## src/rtl/trace_pkg.sv

```systemverilog
// Shared types and default sizes for the writeback trace buffer.
// An entry holds the capture timestamp, the destination register and the written value.
package trace_pkg;

    localparam int DATA_WIDTH        = 32;
    localparam int REG_ADDR_WIDTH    = 5;
    localparam int TRACE_DEPTH       = 16;
    localparam int TRACE_CYCLE_WIDTH = 32;

    typedef struct packed {
        logic [TRACE_CYCLE_WIDTH-1:0] cycle;
        logic [REG_ADDR_WIDTH-1:0]    rd_addr;
        logic [DATA_WIDTH-1:0]        data;
    } trace_entry_t;

endpackage

```

## src/rtl/trace_fifo.sv

```systemverilog
// Generic first-word-fall-through synchronous FIFO.
// Power-of-two depth: the pointers wrap naturally and a separate counter tracks occupancy.
module trace_fifo #(
    parameter int WIDTH = 8,
    parameter int DEPTH = 16
) (
    input  logic                           clk,
    input  logic                           rst,
    input  logic                           push,
    input  logic                           pop,
    input  logic [WIDTH-1:0]               wdata,
    output logic [WIDTH-1:0]               rdata,
    output logic                           full,
    output logic                           empty,
    output logic [$clog2(DEPTH+1)-1:0]     level
);

    localparam int PTR_W   = $clog2(DEPTH);
    localparam int LEVEL_W = $clog2(DEPTH+1);
    localparam logic [PTR_W-1:0]   PTR_ONE   = 1;
    localparam logic [LEVEL_W-1:0] LEVEL_ONE = 1;

    logic [WIDTH-1:0] mem [DEPTH];
    logic [PTR_W-1:0] wr_ptr;
    logic [PTR_W-1:0] rd_ptr;
    logic             do_push;
    logic             do_pop;

    assign full    = (level == LEVEL_W'(DEPTH));
    assign empty   = (level == '0);
    assign do_pop  = pop & ~empty;
    // A push into a full FIFO is accepted only when the head leaves in the same cycle.
    assign do_push = push & (~full | do_pop);

    // NOTE: sequential state uses non-blocking assignments so every register samples pre-edge values.
    always_ff @(posedge clk or posedge rst) begin
        if (rst) begin
            wr_ptr <= '0;
            rd_ptr <= '0;
            level  <= '0;
        end else begin
            if (do_push) wr_ptr <= wr_ptr + PTR_ONE;
            if (do_pop)  rd_ptr <= rd_ptr + PTR_ONE;
            case ({do_push, do_pop})
                2'b10:   level <= level + LEVEL_ONE;
                2'b01:   level <= level - LEVEL_ONE;
                default: level <= level;
            endcase
        end
    end

    // NOTE: storage is not reset; the occupancy counter decides what is valid, so stale slots are never seen.
    always_ff @(posedge clk) begin
        if (do_push) mem[wr_ptr] <= wdata;
    end

    // NOTE: the default assignment first keeps this block free of inferred latches.
    always_comb begin
        rdata = '0;
        if (!empty) rdata = mem[rd_ptr];
    end

endmodule

```

## src/rtl/wb_trace_buffer.sv

```systemverilog
// Timestamps committed writeback register writes into a FWFT trace FIFO with overflow accounting,
// and keeps a shadow architectural register file for debug and lockstep comparison.
module wb_trace_buffer #(
    parameter int DEPTH          = trace_pkg::TRACE_DEPTH,
    parameter int DATA_WIDTH     = trace_pkg::DATA_WIDTH,
    parameter int REG_ADDR_WIDTH = trace_pkg::REG_ADDR_WIDTH,
    parameter int CYCLE_WIDTH    = trace_pkg::TRACE_CYCLE_WIDTH,
    parameter int DROP_X0        = 1,
    parameter int CNT_WIDTH      = 16
) (
    input  logic                           clk,
    input  logic                           rst,
    input  logic                           trace_en_i,
    input  logic                           wb_reg_write_i,
    input  logic [REG_ADDR_WIDTH-1:0]      wb_rd_addr_i,
    input  logic [DATA_WIDTH-1:0]          wb_result_i,
    output logic                           trace_valid_o,
    input  logic                           trace_ready_i,
    output logic [CYCLE_WIDTH-1:0]         trace_cycle_o,
    output logic [REG_ADDR_WIDTH-1:0]      trace_rd_addr_o,
    output logic [DATA_WIDTH-1:0]          trace_data_o,
    output logic [$clog2(DEPTH+1)-1:0]     level_o,
    output logic                           overflow_o,
    output logic [CNT_WIDTH-1:0]           drop_count_o,
    input  logic                           clear_overflow_i,
    input  logic [REG_ADDR_WIDTH-1:0]      shadow_addr_i,
    output logic [DATA_WIDTH-1:0]          shadow_data_o
);

    localparam int ENTRY_W  = CYCLE_WIDTH + REG_ADDR_WIDTH + DATA_WIDTH;
    localparam int NUM_REGS = 1 << REG_ADDR_WIDTH;
    localparam logic DROP_ZERO = (DROP_X0 != 0);
    localparam logic [CYCLE_WIDTH-1:0] CYCLE_ONE = 1;
    localparam logic [CNT_WIDTH-1:0]   CNT_ONE   = 1;

    logic [CYCLE_WIDTH-1:0] cycle_q;
    logic [ENTRY_W-1:0]     wr_entry;
    logic [ENTRY_W-1:0]     rd_entry;
    logic                   fifo_full;
    logic                   fifo_empty;
    logic                   ev;
    logic                   do_pop;
    logic                   do_push;
    logic                   drop;
    logic [DATA_WIDTH-1:0]  shadow_q [NUM_REGS];

    assign ev       = wb_reg_write_i & trace_en_i & ~(DROP_ZERO & (wb_rd_addr_i == '0));
    assign do_pop   = trace_valid_o & trace_ready_i;
    assign do_push  = ev & (~fifo_full | do_pop);
    assign drop     = ev & fifo_full & ~do_pop;
    assign wr_entry = {cycle_q, wb_rd_addr_i, wb_result_i};

    trace_fifo #(
        .WIDTH (ENTRY_W),
        .DEPTH (DEPTH)
    ) u_fifo (
        .clk   (clk),
        .rst   (rst),
        .push  (do_push),
        .pop   (do_pop),
        .wdata (wr_entry),
        .rdata (rd_entry),
        .full  (fifo_full),
        .empty (fifo_empty),
        .level (level_o)
    );

    assign trace_valid_o = ~fifo_empty;
    assign {trace_cycle_o, trace_rd_addr_o, trace_data_o} = rd_entry;

    always_ff @(posedge clk or posedge rst) begin
        if (rst) cycle_q <= '0;
        else     cycle_q <= cycle_q + CYCLE_ONE;
    end

    // A drop coinciding with a clear restarts the count at one rather than losing the event.
    always_ff @(posedge clk or posedge rst) begin
        if (rst) begin
            overflow_o   <= 1'b0;
            drop_count_o <= '0;
        end else if (drop) begin
            overflow_o <= 1'b1;
            if (clear_overflow_i)   drop_count_o <= CNT_ONE;
            else if (~&drop_count_o) drop_count_o <= drop_count_o + CNT_ONE;
        end else if (clear_overflow_i) begin
            overflow_o   <= 1'b0;
            drop_count_o <= '0;
        end
    end

    // The shadow file is architectural state, so unlike FIFO storage it must come out of reset as zero.
    always_ff @(posedge clk or posedge rst) begin
        if (rst) begin
            for (int i = 0; i < NUM_REGS; i++) shadow_q[i] <= '0;
        end else if (wb_reg_write_i && (wb_rd_addr_i != '0)) begin
            shadow_q[wb_rd_addr_i] <= wb_result_i;
        end
    end

    assign shadow_data_o = (shadow_addr_i == '0) ? '0 : shadow_q[shadow_addr_i];

endmodule

```

## config.mk

```make
export PLATFORM = sky130hd
export DESIGN_NAME = wb_trace_buffer
export DESIGN_NICKNAME = d
export VERILOG_FILES = /design/src/rtl/trace_pkg.sv /design/src/rtl/trace_fifo.sv /design/src/rtl/wb_trace_buffer.sv
export SDC_FILE = /design/constraint.sdc
export NUM_CORES = 2
export LEC_CHECK = 0
export CORE_UTILIZATION = 35
export CTS_CLUSTER_SIZE = 28
export DETAILED_ROUTE_END_ITERATION = 6
export PLACE_DENSITY_LB_ADDON = 0.08
export SLEW_MARGIN = 20
export SYNTH_ARGS = -nofsm -noshare
export SYNTH_HDL_FRONTEND = slang
export SYNTH_HIERARCHICAL = 1
export SYNTH_SLANG_ARGS = --single-unit
```

## constraint.sdc

```tcl
create_clock -name clk -period 56.3 [get_ports clk]
set_clock_uncertainty 0.15 [all_clocks]
set_input_delay 16.89 -clock clk [delete_from_list [all_inputs] [get_ports clk]]
set_output_delay 16.89 -clock clk [all_outputs]
set_load 0.03 [all_outputs]
```

==> reports/results.tsv <==
metric	value	unit
pin count of the biggest net entering global routing	153	
min Tclk post-route	37.89	ns
Critical Path Fanout Max	50	
synthesized area	91600	µm²
largest family of logic cells by synthesized area	multiplexers	
TritonCTS Sinks	2190	
first-pass detailed-route iteration total	5	
Routed Antenna Nets	0	
I/O Buffers	171	
R2R Path Start	u_fifo/level[3]	
synthesized net count	5046	
Die Width	514	µm
Seq/Total Area, Yosys	0.659	
period utilization	0.673	
routed vias	47200	
Worst VDD drop	0.0345	mV
critical setup path kind	input pin to output port	
DRC	0	
internal cell power	3.31	mW
yosys warns	6	
Gate power share	0.245	
clk buf depth	3	
total wire length	266000	µm
predominant post-synthesis flop cell	edfxtp_1	
Root Driver	clkbuf_16	
Worst EP required	39.26	ns
RSZ-0062 raised after global routing	false	
initial antenna violation count	20	
crit end category	output port	
cells after synthesis	4987	
per-cell routed wire length	30.2	µm
Fin. Hold Viols	0	
status	finished, final reports clean	
gr usage total	0.203	
Fmax achieved	26.4	MHz
layout filler cell count	23500	
crit path DAT	20.85	ns
Post-Synth Adder-Cell Area	0.00158	
Netlist cell types	64	
sequential power share	0.419	
Startpoint Class	input pin	
Clock Power Share	0.336	
CTS resizes	0	
nets	5136	
Placer Congestion	0.714	
hold_sp	shadow_q[997]	
Die Y	514	µm
first-pass GRT wire length	385000	µm
Post-CTS Setup Bufs	0	
Final HPWL DP	141000	µm
Hold WC Path Type	flip-flop to flip-flop	
Max Slew Vio Count	0	
Layout area overhead	14.3	%
Post-synth EDFFs	1104	
Setup TNS	0	ns
area of the multi-input gates	29500	µm²
final number of setup-violating endpoints	0	
IO Pins	172	
worst skew pair latency	0.86	ns
met2 WL	134000	µm
Synth Area in Simple Gates	0.0168	
clock buffer count from CTS	239	
most common cell after layout, fill and taps aside	edfxtp_1	
Initial Utilization	0.352	
LEAKAGE	39.5	nW
switching power	1.38	mW
FFs w/ async S/R, synth	0.496	
clock-pin slew on the worst setup and hold paths	0.06	ns
WL met1	117000	µm
Max Cap Viol	0	
power density over the cells	44.9	nW/µm²
Slew HR	0.144	
grt total ovfl	0	
post-synthesis register bit count	2190	
post-synthesis xor/xnor area fraction	0.00430	
Net Sw Frac	0.294	
H-tree levels	4	
vias in the first global route	50600	
Die Area	264000	µm²
Placeable Area	260000	µm²
row count	187	
Syn Area/Cell	18.4	µm²
proportion of layout cells with a drive suffix above 1	0.407	
Hold-fix buffers, CTS	0	
DR iter-0 viols	3165	
DR WL met3	8960	µm
CP startpoint	shadow_addr_i[2]	
Max Used Layer	met4	
Reg area	60300	µm²
routed vias/inst	5.37	
mux cell area share after synthesis	0.277	
CTS tree	done	
Synth Area in Compound Gates	0.0186	
hold_ws	0.222	ns
worst-margin pin slew	1.26	ns
most frequent cells in the layout	edfxtp_1, dfrtp_1, mux2_2	
[power by group through the flow]
stage	logic, mW	registers (mW)	clock network (mW)
after floorplan	0.800	1.96	0
after global placement	1.17	1.99	0
after detailed placement	1.18	2.00	0
after CTS	1.18	1.97	1.62
after global routing	1.23	1.99	1.68
final	1.15	1.97	1.58
[critical path, stage by stage]
cell	delay (ns)
buf_8	0.37
buf_4	0.67
buf_4	0.72
mux4_2	0.35
mux2_2	0.15
nand2_1	0.06
a31oi_1	0.59
clkdlybuf4s50_1	0.81
[final timing paths]
check / to / slack [ns] / cells past startpoint
min in group asynchronous: shadow_q[37] / 16.43 / 2
setup / recovery: shadow_data_o[29] / 18.41 / 8
hold / removal: shadow_q[997] / 0.22 / 0
max in group asynchronous: shadow_q[376] / 36.58 / 5
setup reg to reg: u_fifo/mem[15][19] / 50.09 / 12
hold reg to reg: shadow_q[997] / 0.22 / 0
[layer usage]
layer,global-route usage,up-vias
li1,-,19800
met1,0.272,26300
met2,0.349,810
met3,0.0267,348
met4,0.0476,0
met5,0,-
[cell usage after synthesis (36+ instances only)]
master | count | share of area
a21oi_1 | 82 | 0.0045
nand3_1 | 111 | 0.0061
mux4_2 | 496 | 0.12
edfxtp_1 | 1104 | 0.36
mux2_2 | 1075 | 0.13
nand2_1 | 62 | 0.0025
buf_2 | 153 | 0.0084
o311ai_1 | 41 | 0.0039
buf_1 | 57 | 0.0023
dfrtp_1 | 1086 | 0.30
mux2i_1 | 112 | 0.012
o21ai_0 | 37 | 0.0020
clkbuf_1 | 193 | 0.0079
nor2_1 | 41 | 0.0017
mux4_1 | 36 | 0.010
[cells by family (layout without fill, tap and decap cells)]
logic type / after synthesis / in the layout
AOI/OAI and AO/OA: 267 / 267
other: 0 / 10
buffers and inverters: 453 / 750
DFF: 2190 / 2190
and+or+nand+nor: 299 / 299
adders and majority gates: 11 / 11
xor gates and xnor gates: 45 / 45
muxes: 1722 / 1722
[cell type report]
cell class | instances | area share
Timing Repair Buffer | 281 | 0.0231
Inverter | 21 | 0.000861
Multi-Input combinational cell | 2344 | 0.282
Antenna cell | 10 | 0.000239
Clock inverter | 96 | 0.00878
Sequential cell | 2190 | 0.577
Tap cell | 3496 | 0.0418
Clock buffer | 352 | 0.0668
[flip-flops by register name (all words and copies together), names as in the netlist]
register,cells
cycle_q,32
drop_count_o,16
overflow_o,1
shadow_q,1024
u_fifo/level,5
u_fifo/mem,1104
u_fifo/rd_ptr,4
u_fifo/wr_ptr,4
[stage by stage]
step	util	instances	setup slack, ns	power, mW	cell area, µm²
after floorplan	-	4987	9.05	2.76	91600
after global placement	0.372	8332	18.34	3.17	96700
after detailed placement	0.372	8332	18.34	3.18	96700
after CTS	0.402	8780	18.32	4.77	105000
after global routing	0.403	8782	18.23	4.90	105000
final	0.403	8790	18.41	4.69	105000
(Power assumes the default switching activity.)
